`config.mk`:
```
export PLATFORM = sky130hd
export DESIGN_NAME = rtc_hms_counter
export DESIGN_NICKNAME = d
export VERILOG_FILES = /design/src/rtl/rtc_pkg.sv /design/src/rtl/rtc_mod_counter.sv /design/src/rtl/rtc_hms_counter.sv
export SDC_FILE = /design/constraint.sdc
export NUM_CORES = 1
export LEC_CHECK = 0
export CAP_MARGIN = 20
export CORE_ASPECT_RATIO = 0.7
export CORE_MARGIN = 8
export CORE_UTILIZATION = 35
export CTS_CLUSTER_DIAMETER = 100
export DETAILED_ROUTE_END_ITERATION = 8
export HOLD_SLACK_MARGIN = 0.06
export PLACE_DENSITY = 0.59
export SLEW_MARGIN = 20
export SYNTH_ARGS = -nofsm -noshare
export SYNTH_HDL_FRONTEND = slang
export SYNTH_SLANG_ARGS = --single-unit
```
`constraint.sdc`:
```
create_clock -name clk -period 4.5 [get_ports clk]
set_clock_uncertainty 0.15 [all_clocks]
set_input_delay 0.45 -clock clk [delete_from_list [all_inputs] [get_ports clk]]
set_output_delay 0.45 -clock clk [all_outputs]
set_load 0.03 [all_outputs]
```
`src/rtl/rtc_pkg.sv`:
```
// Shared types and constants for the time-of-day counter.
package rtc_pkg;

  localparam int unsigned SEC_MAX = 60;
  localparam int unsigned MIN_MAX = 60;

  typedef struct packed {
    logic [4:0] h;
    logic [5:0] m;
    logic [5:0] s;
  } hms_t;

  function automatic logic hms_valid(hms_t t, int unsigned hours_max);
    return (32'(t.h) < hours_max) && (32'(t.m) < MIN_MAX) && (32'(t.s) < SEC_MAX);
  endfunction

endpackage

```
`src/rtl/rtc_mod_counter.sv`:
```
// Modulo-MOD counter with synchronous load; o_wrap flags the MOD-1 -> 0 step so that
// counters can be chained by feeding one stage's o_wrap into the next stage's i_inc.
module rtc_mod_counter #(
  parameter int unsigned MOD = 60,
  parameter int unsigned W   = 6
) (
  input  logic         clk,
  input  logic         rst,
  input  logic         i_inc,
  input  logic         i_load,
  input  logic [W-1:0] i_load_val,
  output logic [W-1:0] o_value,
  output logic         o_wrap
);

  logic [W-1:0] r_value;

  assign o_wrap  = i_inc && (r_value == W'(MOD - 1));
  assign o_value = r_value;

  always_ff @(posedge clk) begin
    if (rst) begin
      r_value <= '0;
    end else if (i_load) begin
      r_value <= i_load_val;
    end else if (i_inc) begin
      r_value <= o_wrap ? '0 : r_value + W'(1);
    end
  end

endmodule

```
`src/rtl/rtc_hms_counter.sv`:
```
// Binary hh:mm:ss time-of-day counter driven by an inline clock prescaler.
// Optional alarm logic is compiled in when RTC_ALARM_EN is defined.
module rtc_hms_counter
  import rtc_pkg::*;
#(
  parameter int unsigned CLK_HZ    = 5000,
  parameter int unsigned TICK_HZ   = 1,
  parameter int unsigned HOURS_MAX = 24,
  parameter int unsigned PRESC_W   = $clog2(CLK_HZ / TICK_HZ)
) (
  input  logic       clk,
  input  logic       rst,
  input  logic       i_run,
  input  logic       i_load,
  input  logic [4:0] i_load_h,
  input  logic [5:0] i_load_m,
  input  logic [5:0] i_load_s,
  output logic       o_load_err,
  output logic [4:0] o_hours,
  output logic [5:0] o_minutes,
  output logic [5:0] o_seconds,
  output logic       o_sec_pulse,
  output logic       o_min_pulse,
  output logic       o_hour_pulse,
  output logic       o_day_pulse
`ifdef RTC_ALARM_EN
  ,
  input  logic [4:0] i_alarm_h,
  input  logic [5:0] i_alarm_m,
  input  logic       i_alarm_arm,
  input  logic       i_alarm_ack,
  output logic       o_alarm_ring
`endif
);

  localparam int unsigned DIV = CLK_HZ / TICK_HZ;

  hms_t               w_load_t;
  logic               w_load_ok;
  logic               w_load_bad;
  logic               w_tick;
  logic               w_s_wrap;
  logic               w_m_wrap;
  logic               w_h_wrap;
  logic [PRESC_W-1:0] r_presc;
  logic               r_load_err;
  logic               r_sec_pulse;
  logic               r_min_pulse;
  logic               r_hour_pulse;
  logic               r_day_pulse;

  assign w_load_t   = '{h: i_load_h, m: i_load_m, s: i_load_s};
  assign w_load_ok  = i_load && hms_valid(w_load_t, HOURS_MAX);
  assign w_load_bad = i_load && !hms_valid(w_load_t, HOURS_MAX);
  // Any load request, accepted or not, takes precedence over the tick.
  assign w_tick     = i_run && !i_load && (r_presc == PRESC_W'(DIV - 1));

  always_ff @(posedge clk) begin
    if (rst) begin
      r_presc <= '0;
    end else if (w_load_ok) begin
      r_presc <= '0;
    end else if (i_run && !i_load) begin
      r_presc <= w_tick ? '0 : r_presc + PRESC_W'(1);
    end
  end

  rtc_mod_counter #(.MOD(SEC_MAX), .W(6)) u_sec (
    .clk       (clk),
    .rst       (rst),
    .i_inc     (w_tick),
    .i_load    (w_load_ok),
    .i_load_val(i_load_s),
    .o_value   (o_seconds),
    .o_wrap    (w_s_wrap)
  );

  rtc_mod_counter #(.MOD(MIN_MAX), .W(6)) u_min (
    .clk       (clk),
    .rst       (rst),
    .i_inc     (w_s_wrap),
    .i_load    (w_load_ok),
    .i_load_val(i_load_m),
    .o_value   (o_minutes),
    .o_wrap    (w_m_wrap)
  );

  rtc_mod_counter #(.MOD(HOURS_MAX), .W(5)) u_hour (
    .clk       (clk),
    .rst       (rst),
    .i_inc     (w_m_wrap),
    .i_load    (w_load_ok),
    .i_load_val(i_load_h),
    .o_value   (o_hours),
    .o_wrap    (w_h_wrap)
  );

  always_ff @(posedge clk) begin
    if (rst) begin
      r_load_err   <= 1'b0;
      r_sec_pulse  <= 1'b0;
      r_min_pulse  <= 1'b0;
      r_hour_pulse <= 1'b0;
      r_day_pulse  <= 1'b0;
    end else begin
      r_load_err   <= w_load_bad;
      r_sec_pulse  <= w_tick;
      r_min_pulse  <= w_s_wrap;
      r_hour_pulse <= w_m_wrap;
      r_day_pulse  <= w_h_wrap;
    end
  end

  assign o_load_err   = r_load_err;
  assign o_sec_pulse  = r_sec_pulse;
  assign o_min_pulse  = r_min_pulse;
  assign o_hour_pulse = r_hour_pulse;
  assign o_day_pulse  = r_day_pulse;

`ifdef RTC_ALARM_EN
  hms_t w_next;
  logic w_alarm_hit;
  logic r_alarm_ring;

  // Time that becomes visible on the coming edge, for either a tick or an accepted load.
  always_comb begin
    w_next = w_load_t;
    if (!w_load_ok) begin
      w_next.s = w_s_wrap ? 6'd0 : o_seconds + 6'd1;
      w_next.m = w_m_wrap ? 6'd0 : (w_s_wrap ? o_minutes + 6'd1 : o_minutes);
      w_next.h = w_h_wrap ? 5'd0 : (w_m_wrap ? o_hours + 5'd1 : o_hours);
    end
  end

  assign w_alarm_hit = (w_load_ok || w_tick) &&
                       (w_next == '{h: i_alarm_h, m: i_alarm_m, s: 6'd0});

  always_ff @(posedge clk) begin
    if (rst) begin
      r_alarm_ring <= 1'b0;
    end else if (!i_alarm_arm) begin
      r_alarm_ring <= 1'b0;
    end else if (w_alarm_hit) begin
      r_alarm_ring <= 1'b1;
    end else if (i_alarm_ack) begin
      r_alarm_ring <= 1'b0;
    end
  end

  assign o_alarm_ring = r_alarm_ring;
`endif

endmodule

```
==> flow_summary_export.csv, run 1 <==
group,metric,value,unit
outcome,status,"finished clean",
final_layout,final_net_count,276,
final_layout,area_delta_synth_final,33.6,%
final_layout,layout_commonest_cell,"clkdlybuf4s50_1",
die,ioPinCount,43,
sta,worst_slew_pin_slew,759,ps
clocking,post_cts_resized,0,
global_routing,grt_usage,12.7,%
global_routing,grt_pass1_vias,1600,
worst_setup_path,reg2reg_depth,6,
min_path,hold_class,"reg -> reg",
route,drt-vias-per-instance,4.98,
yosys,synth-seq-area-share,39.7,%
die,design.die.area,7600,um2
sta,fin_ws,1710,ps
final_layout,layout_common_cells,"clkdlybuf4s50_1, dfxtp_1, nor2_1",
final_layout,utilization,49.0,%
yosys,ys.flop_type,"dfxtp_1",
yosys,synth_edf_count,0,
final_layout,drive_gt1_share,5.56,%
worst_setup_path,end_kind,"register",
yosys,syn_nets,235,
sta,rsz0062_at_grt,"no",
die,core,4810,um2
placed_design,hpwlAfterDp,3280,um
sta,whs,333,ps
worst_setup_path,cpMaxStageDelayCell,"and4_1",
placed_design,dp_slack,1410,ps
global_routing,antenna_found_initial,0,
global_routing,grt_pass1_wl,7610,um
sta,finalSetupTns,0,ps
min_path,min_from,"r_presc[1]",
sta,setup_violations,0,
clocking,clkSinkCount,35,
die,start_util,36.7,%
die,num_rows,21,
yosys,synth.ff_latch_count,35,
worst_setup_path,start_kind,"input pin",
route,vias,1597,
yosys,ys_warn_count,0,
clocking,postCtsSetupRepairBufs,0,
clocking,insertion_delay,280,ps
yosys,yosys.cell_types.count,40,
worst_setup_path,rrSetupSlack,1900,ps
sta,min_period,2790,ps
sta,slew_headroom,49.2,%
sta,slew_viol_final,0,
route,routed_wl,4480,um
worst_setup_path,path_max_fanout,15,
final_layout,final_area,2360,um2
global_routing,overflow,0,
route,drtPass1Iterations,4,
die,die_h,75.4,um
worst_setup_path,cp_data_arrival_time,2840,ps
route,drc,0,
die,fp.dieW,101,um
job,drv_cap,0,
power_and_ir_drop,peakVddDrop,151,uV
final_layout,antenna_cells,0,
clocking,postCtsHoldBufs,0,
sta,hold_viol,0,
clocking,cts_tree,"done",
worst_setup_path,timing.rr.end,"u_min.o_value[5]",
placed_design,gp_congestion,0.803,
clocking,cts-htree-levels,2,
yosys,async_flop_share,0,%
sta,clock.fmax,358,MHz
worst_setup_path,rr_startpoint,"r_presc[0]",
placed_design,io_buffers,42,
route,antenna_left,0,
min_path,min_to,"r_presc[1]",
min_path,worstHoldPathCells,2,
route,wl_per_cell,13.9,um
yosys,syn_inst,210,
worst_setup_path,path_cells,"clkdlybuf4s50_1 > and4b_1 > and4_1 > nand2_2 > or3_1 > a311oi_1",
worst_setup_path,max_stage_delay,660,ps
placed_design,dpl_cell_area,2240,um2
power_and_ir_drop,cellLeakagePower,0.854,nW
yosys,syn_area_per_cell,8.40,um2
route,drt_iter0_drc,74,
clocking,root_buffer,"clkbuf_8",
clocking,clkSlewWorstSetupHoldPaths,80,ps
power_and_ir_drop,pwr_density_cell,314,nW/um2
clocking,ctsLongestPathBuffers,2,
global_routing,grt_max_degree,28,
clocking,cts_made_buffers,5,
worst_setup_path,path_class,"in -> reg",
yosys,synth_area,1760,um2
sta,finalCritPeriodShare,62.1,%
worst_setup_path,required,4540,ps
[cell usage after synthesis, drive strengths merged (4+ instances only)]
| master | n | area [um2] |
|---|---|---|
| ha | 4 | 50.1 |
| a21oi | 6 | 30.0 |
| dfxtp | 35 | 701 |
| nand2 | 21 | 81.3 |
| nand2b | 5 | 31.3 |
| mux2i | 5 | 50.1 |
| nand4 | 12 | 75.1 |
| or3 | 5 | 31.3 |
| xor2 | 6 | 52.6 |
| clkbuf | 7 | 26.3 |
| nor2 | 33 | 124 |
| xnor2 | 5 | 43.8 |
| and3 | 4 | 25.0 |
| a211oi | 5 | 37.5 |
| a311oi | 8 | 70.1 |
| o21ai | 6 | 30.0 |
| nor2b | 4 | 25.0 |
| nand3 | 9 | 57.6 |
[kinds of logic after synthesis]
logic type	count (synthesis)	share of synthesized area [%]
DFF	35	39.7
xor gates and xnor gates	11	5.46
AOI/OAI and AO/OA	34	13.4
and+or+nand+nor	108	32.5
muxes	5	2.84
adders and majority gates	4	2.84
buffers and inverters	13	3.26
[critical path: cells and delay by family]
| family | cells | cell delay (ps) |
|---|---|---|
| buffers and inverters | 1 | 480 |
| AO/OA/AOI/OAI | 1 | 240 |
| AND/OR/NAND/NOR | 4 | 1670 |
[worst max-delay path by stage]
stage / startpoint / to / slack [ps]
after floorplan: u_min.o_value[0] / u_hour.o_value[0] / 2270
after global placement: i_load / u_min.o_value[5] / 1480
after detailed placement: i_load / u_min.o_value[5] / 1410
after CTS: i_load / u_min.o_value[5] / 1710
after global routing: i_load / u_min.o_value[5] / 1520
final: i_load / u_min.o_value[5] / 1710
[report_power, final]
part | switching (W) | leakage [nW] | internal, W
logic | 0.0000584 | 0.507 | 0.0000512
registers | 0.0000160 | 0.286 | 0.000322
clock network | 0.000113 | 0.0612 | 0.000179
total | 0.000187 | 0.854 | 0.000553
[through the flow]
stage	total power [W]	std cells
2_1_floorplan	0.000401	210
3_3_place_gp	0.000456	313
3_5_place_dp	0.000455	313
4_1_cts	0.000750	321
5_1_grt	0.000777	321
6_report	0.000740	321
[registers in the layout, summed over array words and instances, names as in the netlist]
| register | flops |
|---|---|
| o_min_pulse | 1 |
| u_hour.o_value | 5 |
| o_load_err | 1 |
| o_sec_pulse | 1 |
| u_sec.o_value | 6 |
| o_day_pulse | 1 |
| r_presc | 13 |
| u_min.o_value | 6 |
| o_hour_pulse | 1 |
[area by class of cell]
type | count | area (um2)
fill | 482 | 2450
multi-input combinational | 162 | 1010
sequential | 35 | 701
timing repair buffer | 44 | 435
tap | 69 | 86.3
clock buffer | 6 | 82.6
clock inverter | 2 | 35.0
inverter | 3 | 11.3
[per-layer routing]
| metal | vias to the layer above | track usage (%) | wire, um |
|---|---|---|---|
| met5 | - | 0 | 0 |
| met4 | 0 | 4.50 | 27 |
| met3 | 2 | 3.74 | 271 |
| met2 | 37 | 18.9 | 1850 |
| met1 | 715 | 16.9 | 2330 |
| li1 | 843 | - | - |
No activity file was read; power rests on OpenSTA's default activity.
==> run 2, diff against run 1 <==
==> constraint.sdc (replaced) <==
create_clock -name clk -period 2.6 [get_ports clk]
set_clock_uncertainty 0.15 [all_clocks]
set_input_delay 0.26 -clock clk [delete_from_list [all_inputs] [get_ports clk]]
set_output_delay 0.26 -clock clk [all_outputs]
set_load 0.03 [all_outputs]
==> run 2 against run 1 <==
Non-clock buffer count is 7 higher. Critical path depth is 1 higher. Largest cell class unchanged. Sequential cell count stayed put. Sequential share of layout area is 0.44 points lower. Highest routed layer unchanged.
==> flow_summary_export.csv, run 2 (synthesized netlist as in run 1, its figures left out) <==
group,metric,value,unit
outcome,status,"finished clean",
worst_setup_path,path_delay_family,"simple AND/OR/NAND/NOR gates",
global_routing,grt_usage,12.7,%
clocking,clkSlewWorstSetupHoldPaths,70,ps
power_and_ir_drop,p_sw,0.000319,W
power_and_ir_drop,pwr-share-comb,15.8,%
global_routing,antenna_found_initial,0,
final_layout,layout_common_cells,"clkdlybuf4s50_1, dfxtp_1, nor2_1",
final_layout,layout.area.seq,701,um2
placed_design,io_buffers,42,
final_layout,drive_gt1_share,7.72,%
min_path,hold_class,"reg -> reg",
worst_setup_path,rr_startpoint,"u_sec.o_value[0]",
power_and_ir_drop,pwr_density_cell,505,nW/um2
power_and_ir_drop,peakVddDrop,216,uV
final_layout,regMostFlops,"r_presc",
min_path,min_from,"r_presc[1]",
min_path,worstHoldPathCells,2,
worst_setup_path,path_class,"reg -> reg",
final_layout,multiInputGateArea,1010,um2
worst_setup_path,reg2reg_depth,7,
die,fp.dieW,101,um
worst_setup_path,max_stage_delay,400,ps
final_layout,n_fill_cell,472,
die,start_util,36.7,%
worst_setup_path,worst-path-stages,7,
final_layout,area_delta_synth_final,35.6,%
route,vias,1630,
die,ioPinCount,43,
placed_design,gp_congestion,0.851,
clocking,post_cts_resized,0,
final_layout,final_net_count,283,
clocking,postCtsHoldBufs,0,
global_routing,grt_max_degree,28,
die,die_h,75.4,um
placed_design,dp_slack,227,ps
power_and_ir_drop,p_seq_share,48.5,%
placed_design,hpwlAfterDp,3420,um
clocking,insertion_delay,290,ps
sta,fin_ws,441,ps
die,design.die.area,7600,um2
worst_setup_path,cp_num_buf_inv,1,
clocking,cts_tree,"done",
worst_setup_path,end_kind,"register",
clocking,root_buffer,"clkbuf_8",
power_and_ir_drop,swShare,26.4,%
sta,finalSetupTns,0,ps
global_routing,overflow,0,
sta,rsz0062_at_grt,"no",
route,wl_per_cell,13.8,um
worst_setup_path,rrSetupSlack,440,ps
sta,min_period,2160,ps
route,antenna_left,0,
worst_setup_path,required,2650,ps
route,routed_wl,4520,um
sta,worst_slew_pin_slew,358,ps
worst_setup_path,cp_data_arrival_time,2210,ps
final_layout,antenna_cells,0,
power_and_ir_drop,cellLeakagePower,0.880,nW
route,drt_iter0_drc,51,
sta,whs,328,ps
route,drc,0,
sta,clock.fmax,463,MHz
clocking,ctsLongestPathBuffers,2,
die,num_rows,21,
final_layout,largest_register_ffs,13,
power_and_ir_drop,p_int,0.000890,W
worst_setup_path,path_cells,"ha_1 > nand4_1 > nor2_1 > buf_4 > nand2_2 > or3_1 > a311oi_1",
clocking,cts-htree-levels,2,
sta,finalCritPeriodShare,83.0,%
worst_setup_path,timing.rr.end,"u_min.o_value[5]",
sta,setup_violations,0,
clocking,postCtsSetupRepairBufs,0,
worst_setup_path,path_max_fanout,11,
final_layout,layout_commonest_cell,"clkdlybuf4s50_1",
global_routing,grt_pass1_vias,1552,
min_path,min_to,"r_presc[1]",
final_layout,utilization,49.8,%
clocking,cts_made_buffers,5,
sta,slew_viol_final,0,
sta,slew_headroom,76.1,%
worst_setup_path,start_kind,"register",
route,drt-vias-per-instance,4.97,
worst_setup_path,cpMaxStageDelayCell,"dfxtp_1",
clocking,clkSinkCount,35,
die,core,4810,um2
global_routing,grt_pass1_wl,7560,um
job,drv_cap,0,
power_and_ir_drop,p_clk_share,35.7,%
sta,hold_viol,0,
route,drtPass1Iterations,4,
-- run 2: changes by cell type in the layout (fill, tap and decap cells not counted), sizes merged --
cell / delta
clkbuf: +2
bufinv: -1
clkinv: -1
buf: +7
-- run 2: power by group through the flow --
stage | combinational [W] | clock, W | sequential, W
floorplan | 0.0000614 | 0 | 0.000632
global route | 0.000208 | 0.000464 | 0.000590
detailed placement | 0.000193 | 0 | 0.000597
CTS | 0.000194 | 0.000452 | 0.000585
global placement | 0.000193 | 0 | 0.000598
finish | 0.000191 | 0.000432 | 0.000586
-- run 2: worst max-delay path by stage --
stage,startpoint,end,slack (ps)
floorplan,u_min.o_value[0],u_hour.o_value[0],370
CTS,u_sec.o_value[0],u_min.o_value[5],440
finish,u_sec.o_value[0],u_min.o_value[5],440
detailed placement,i_load,u_min.o_value[5],230
global route,u_sec.o_value[0],u_min.o_value[0],260
global placement,i_run,u_min.o_value[5],240
-- run 2: metal layers --
metal	vias up	wire length, um	global-route usage [%]
met4	0	67	5.83
met1	724	2400	16.8
met3	6	288	3.65
met2	38	1760	18.7
met5	-	0	0
li1	862	-	-
-- run 2: layout make-up --
class,instances,area share [%]
Clock buffer,8,4.18
Tap cell,69,3.61
Sequential cell,35,29.3
Multi-Input combinational cell,162,42.1
Timing Repair Buffer,51,20.4
Inverter,3,0.471
-- run 2: worst reg2reg max path, stage by stage, from the launching register on --
cell	delay, ps
dfxtp_1	400
ha_1	230
nand4_1	130
nor2_1	190
buf_4	230
nand2_2	130
or3_1	370
a311oi_1	240
-- run 2: metrics by stage --
stage	std cells	cell area [um2]	power, W
after floorplan	210	1760	0.000693
after global placement	320	2290	0.000791
after detailed placement	320	2290	0.000790
after CTS	328	2390	0.00123
after global routing	328	2390	0.00126
final	328	2390	0.00121
==> run 3, diff against run 2 <==
--- a/config.mk
+++ b/config.mk
@@ -12,7 +12,7 @@
 export CTS_CLUSTER_DIAMETER = 100
 export DETAILED_ROUTE_END_ITERATION = 8
 export HOLD_SLACK_MARGIN = 0.06
-export PLACE_DENSITY = 0.59
+export PLACE_DENSITY = 0.61
 export SLEW_MARGIN = 20
 export SYNTH_ARGS = -nofsm -noshare
 export SYNTH_HDL_FRONTEND = slang
==> constraint.sdc (replaced) <==
create_clock -name clk -period 1.9 [get_ports clk]
set_clock_uncertainty 0.15 [all_clocks]
set_input_delay 0.19 -clock clk [delete_from_list [all_inputs] [get_ports clk]]
set_output_delay 0.19 -clock clk [all_outputs]
set_load 0.03 [all_outputs]
==> run 3 against run 2 <==
The run now ends with setup timing left. Combinational power increased by 71%. Hold slack improved by 8.1 ps. Fmax increased by 12%. Die area unchanged. Global-route usage increased by 2.4 points. Critical path type unchanged. Largest power group unchanged.
==> flow_summary_export.csv, run 3 (synthesized netlist as in run 1, its figures left out) <==
group,metric,value,unit
route,antenna_left,0,
worst_setup_path,max_stage_delay,350,ps
worst_setup_path,reg2reg_depth,7,
final_layout,area_delta_synth_final,63.7,%
route,drtPass1Iterations,4,
final_layout,antenna_cells,0,
min_path,hold_class,"in -> reg",
clocking,insertion_delay,300,ps
min_path,worstHoldPathCells,3,
sta,rsz0062_at_grt,"yes",
final_layout,layout.area.seq,716,um2
global_routing,grt_usage,15.1,%
sta,slew_headroom,78.0,%
worst_setup_path,required,1960,ps
global_routing,antenna_found_initial,0,
sta,worst_slew_pin_slew,329,ps
final_layout,final_net_count,324,
route,drt-vias-per-instance,5.07,
sta,slew_viol_final,0,
final_layout,layout_commonest_cell,"buf_4",
sta,finalCritPeriodShare,101,%
clocking,clkSlewWorstSetupHoldPaths,80,ps
global_routing,grt_pass1_wl,8920,um
route,drt_iter0_drc,52,
final_layout,largest_register_ffs,13,
placed_design,io_buffers,42,
die,core,4810,um2
clocking,clkSinkCount,35,
final_layout,regMostFlops,"r_presc",
clocking,root_buffer,"clkbuf_8",
sta,setup_violations,2,
placed_design,gp_congestion,0.803,
die,start_util,36.7,%
route,vias,1869,
clocking,ctsLongestPathBuffers,2,
sta,clock.fmax,520,MHz
power_and_ir_drop,power.total,0.00167,W
final_layout,drive_gt1_share,30.0,%
worst_setup_path,cp_data_arrival_time,1980,ps
clocking,cts_made_buffers,5,
power_and_ir_drop,pwr_density_cell,579,nW/um2
route,wl_per_cell,14.7,um
clocking,cts_tree,"done",
final_layout,n_fill_cell,456,
route,drc,0,
global_routing,overflow,0,
sta,hold_viol,0,
power_and_ir_drop,peakVddDrop,253,uV
worst_setup_path,end_kind,"register",
die,die_h,75.4,um
outcome,violations,"setup timing",
outcome,status,"complete, but fails checks",
die,ioPinCount,43,
global_routing,grt_pass1_vias,1812,
job,drv_cap,0,
route,routed_wl,5410,um
clocking,cts-htree-levels,2,
final_layout,multiInputGateArea,1150,um2
worst_setup_path,path_cells,"ha_1 > nand4_1 > nor2_4 > buf_12 > nand3_4 > or3_4 > a311oi_2",
global_routing,grt_max_degree,16,
final_layout,fin_cells,369,
die,num_rows,21,
worst_setup_path,cpMaxStageDelayCell,"dfxtp_4",
worst_setup_path,path_max_fanout,6,
placed_design,hpwlAfterDp,4030,um
sta,min_period,1920,ps
final_layout,layout_common_cells,"buf_4, clkdlybuf4s50_1, nor2_1",
die,design.die.area,7600,um2
worst_setup_path,start_kind,"register",
sta,fin_ws,-22.7,ps
power_and_ir_drop,cellLeakagePower,1.16,nW
die,fp.dieW,101,um
worst_setup_path,path_class,"reg -> reg",
placed_design,placedCellCount,351,
-- run 3: layer usage --
layer / global-route usage (%) / up-vias / wire length (um)
li1: - / 942 / -
met1: 19.8 / 872 / 2650
met2: 23.1 / 47 / 2360
met3: 4.38 / 8 / 323
met4: 5.83 / 0 / 68
met5: 0 / - / 0
-- run 3: final timing paths --
check	start	endpoint	slack, ps
hold / removal	i_load_s[4]	u_sec.o_value[4]	340
setup / recovery	u_sec.o_value[1]	u_hour.o_value[0]	-20
hold reg to reg	r_presc[12]	r_presc[12]	370
setup reg to reg	u_sec.o_value[1]	u_hour.o_value[0]	-20
-- run 3: cell type report --
| cell class | instances | area share (%) |
|---|---|---|
| Timing Repair Buffer | 91 | 29.0 |
| Clock inverter | 3 | 0.693 |
| Multi-Input combinational cell | 163 | 39.8 |
| Clock buffer | 5 | 2.38 |
| Tap cell | 69 | 2.99 |
| Inverter | 3 | 0.390 |
| Sequential cell | 35 | 24.8 |
-- run 3: stage by stage --
stage / TNS (ps) / utilization [%] / cell area (um2) / hold slack, ps / worst slack, ps
4_1_cts: -13.1 / 56.6 / 2720 / 327 / -8.72
3_3_place_gp: -2130 / 53.7 / 2580 / 346 / -210
5_1_grt: -418 / 60.1 / 2890 / 356 / -106
6_report: -38.6 / 60.1 / 2890 / 336 / -22.7
3_5_place_dp: -2410 / 53.7 / 2580 / 340 / -226
2_1_floorplan: -9.37 / - / 1820 / 120 / -9.37
-- run 3: worst max-delay path: cells and delay by family, from the launching register on --
family | cells | cell delay (ps)
buffers and inverters | 1 | 140
adders and majority gates | 1 | 170
AOI/OAI and AO/OA | 1 | 230
DFF | 1 | 350
and+or+nand+nor | 4 | 790
-- run 3: what timing repair did --
item                       4_1_cts  5_1_grt
hold buffers                     0        0
setup endpoints to repair        5       15
gates cloned                     0        1
gates resized for setup          8       22
buffers inserted                 3        8
pin swaps                        5       14
-- run 3: power by group --
group          total (W)  internal (W)  switching, W
combinational   0.000327      0.000161      0.000166
sequential      0.000800      0.000764     0.0000362
clock           0.000544      0.000255      0.000290
total            0.00167       0.00118      0.000492
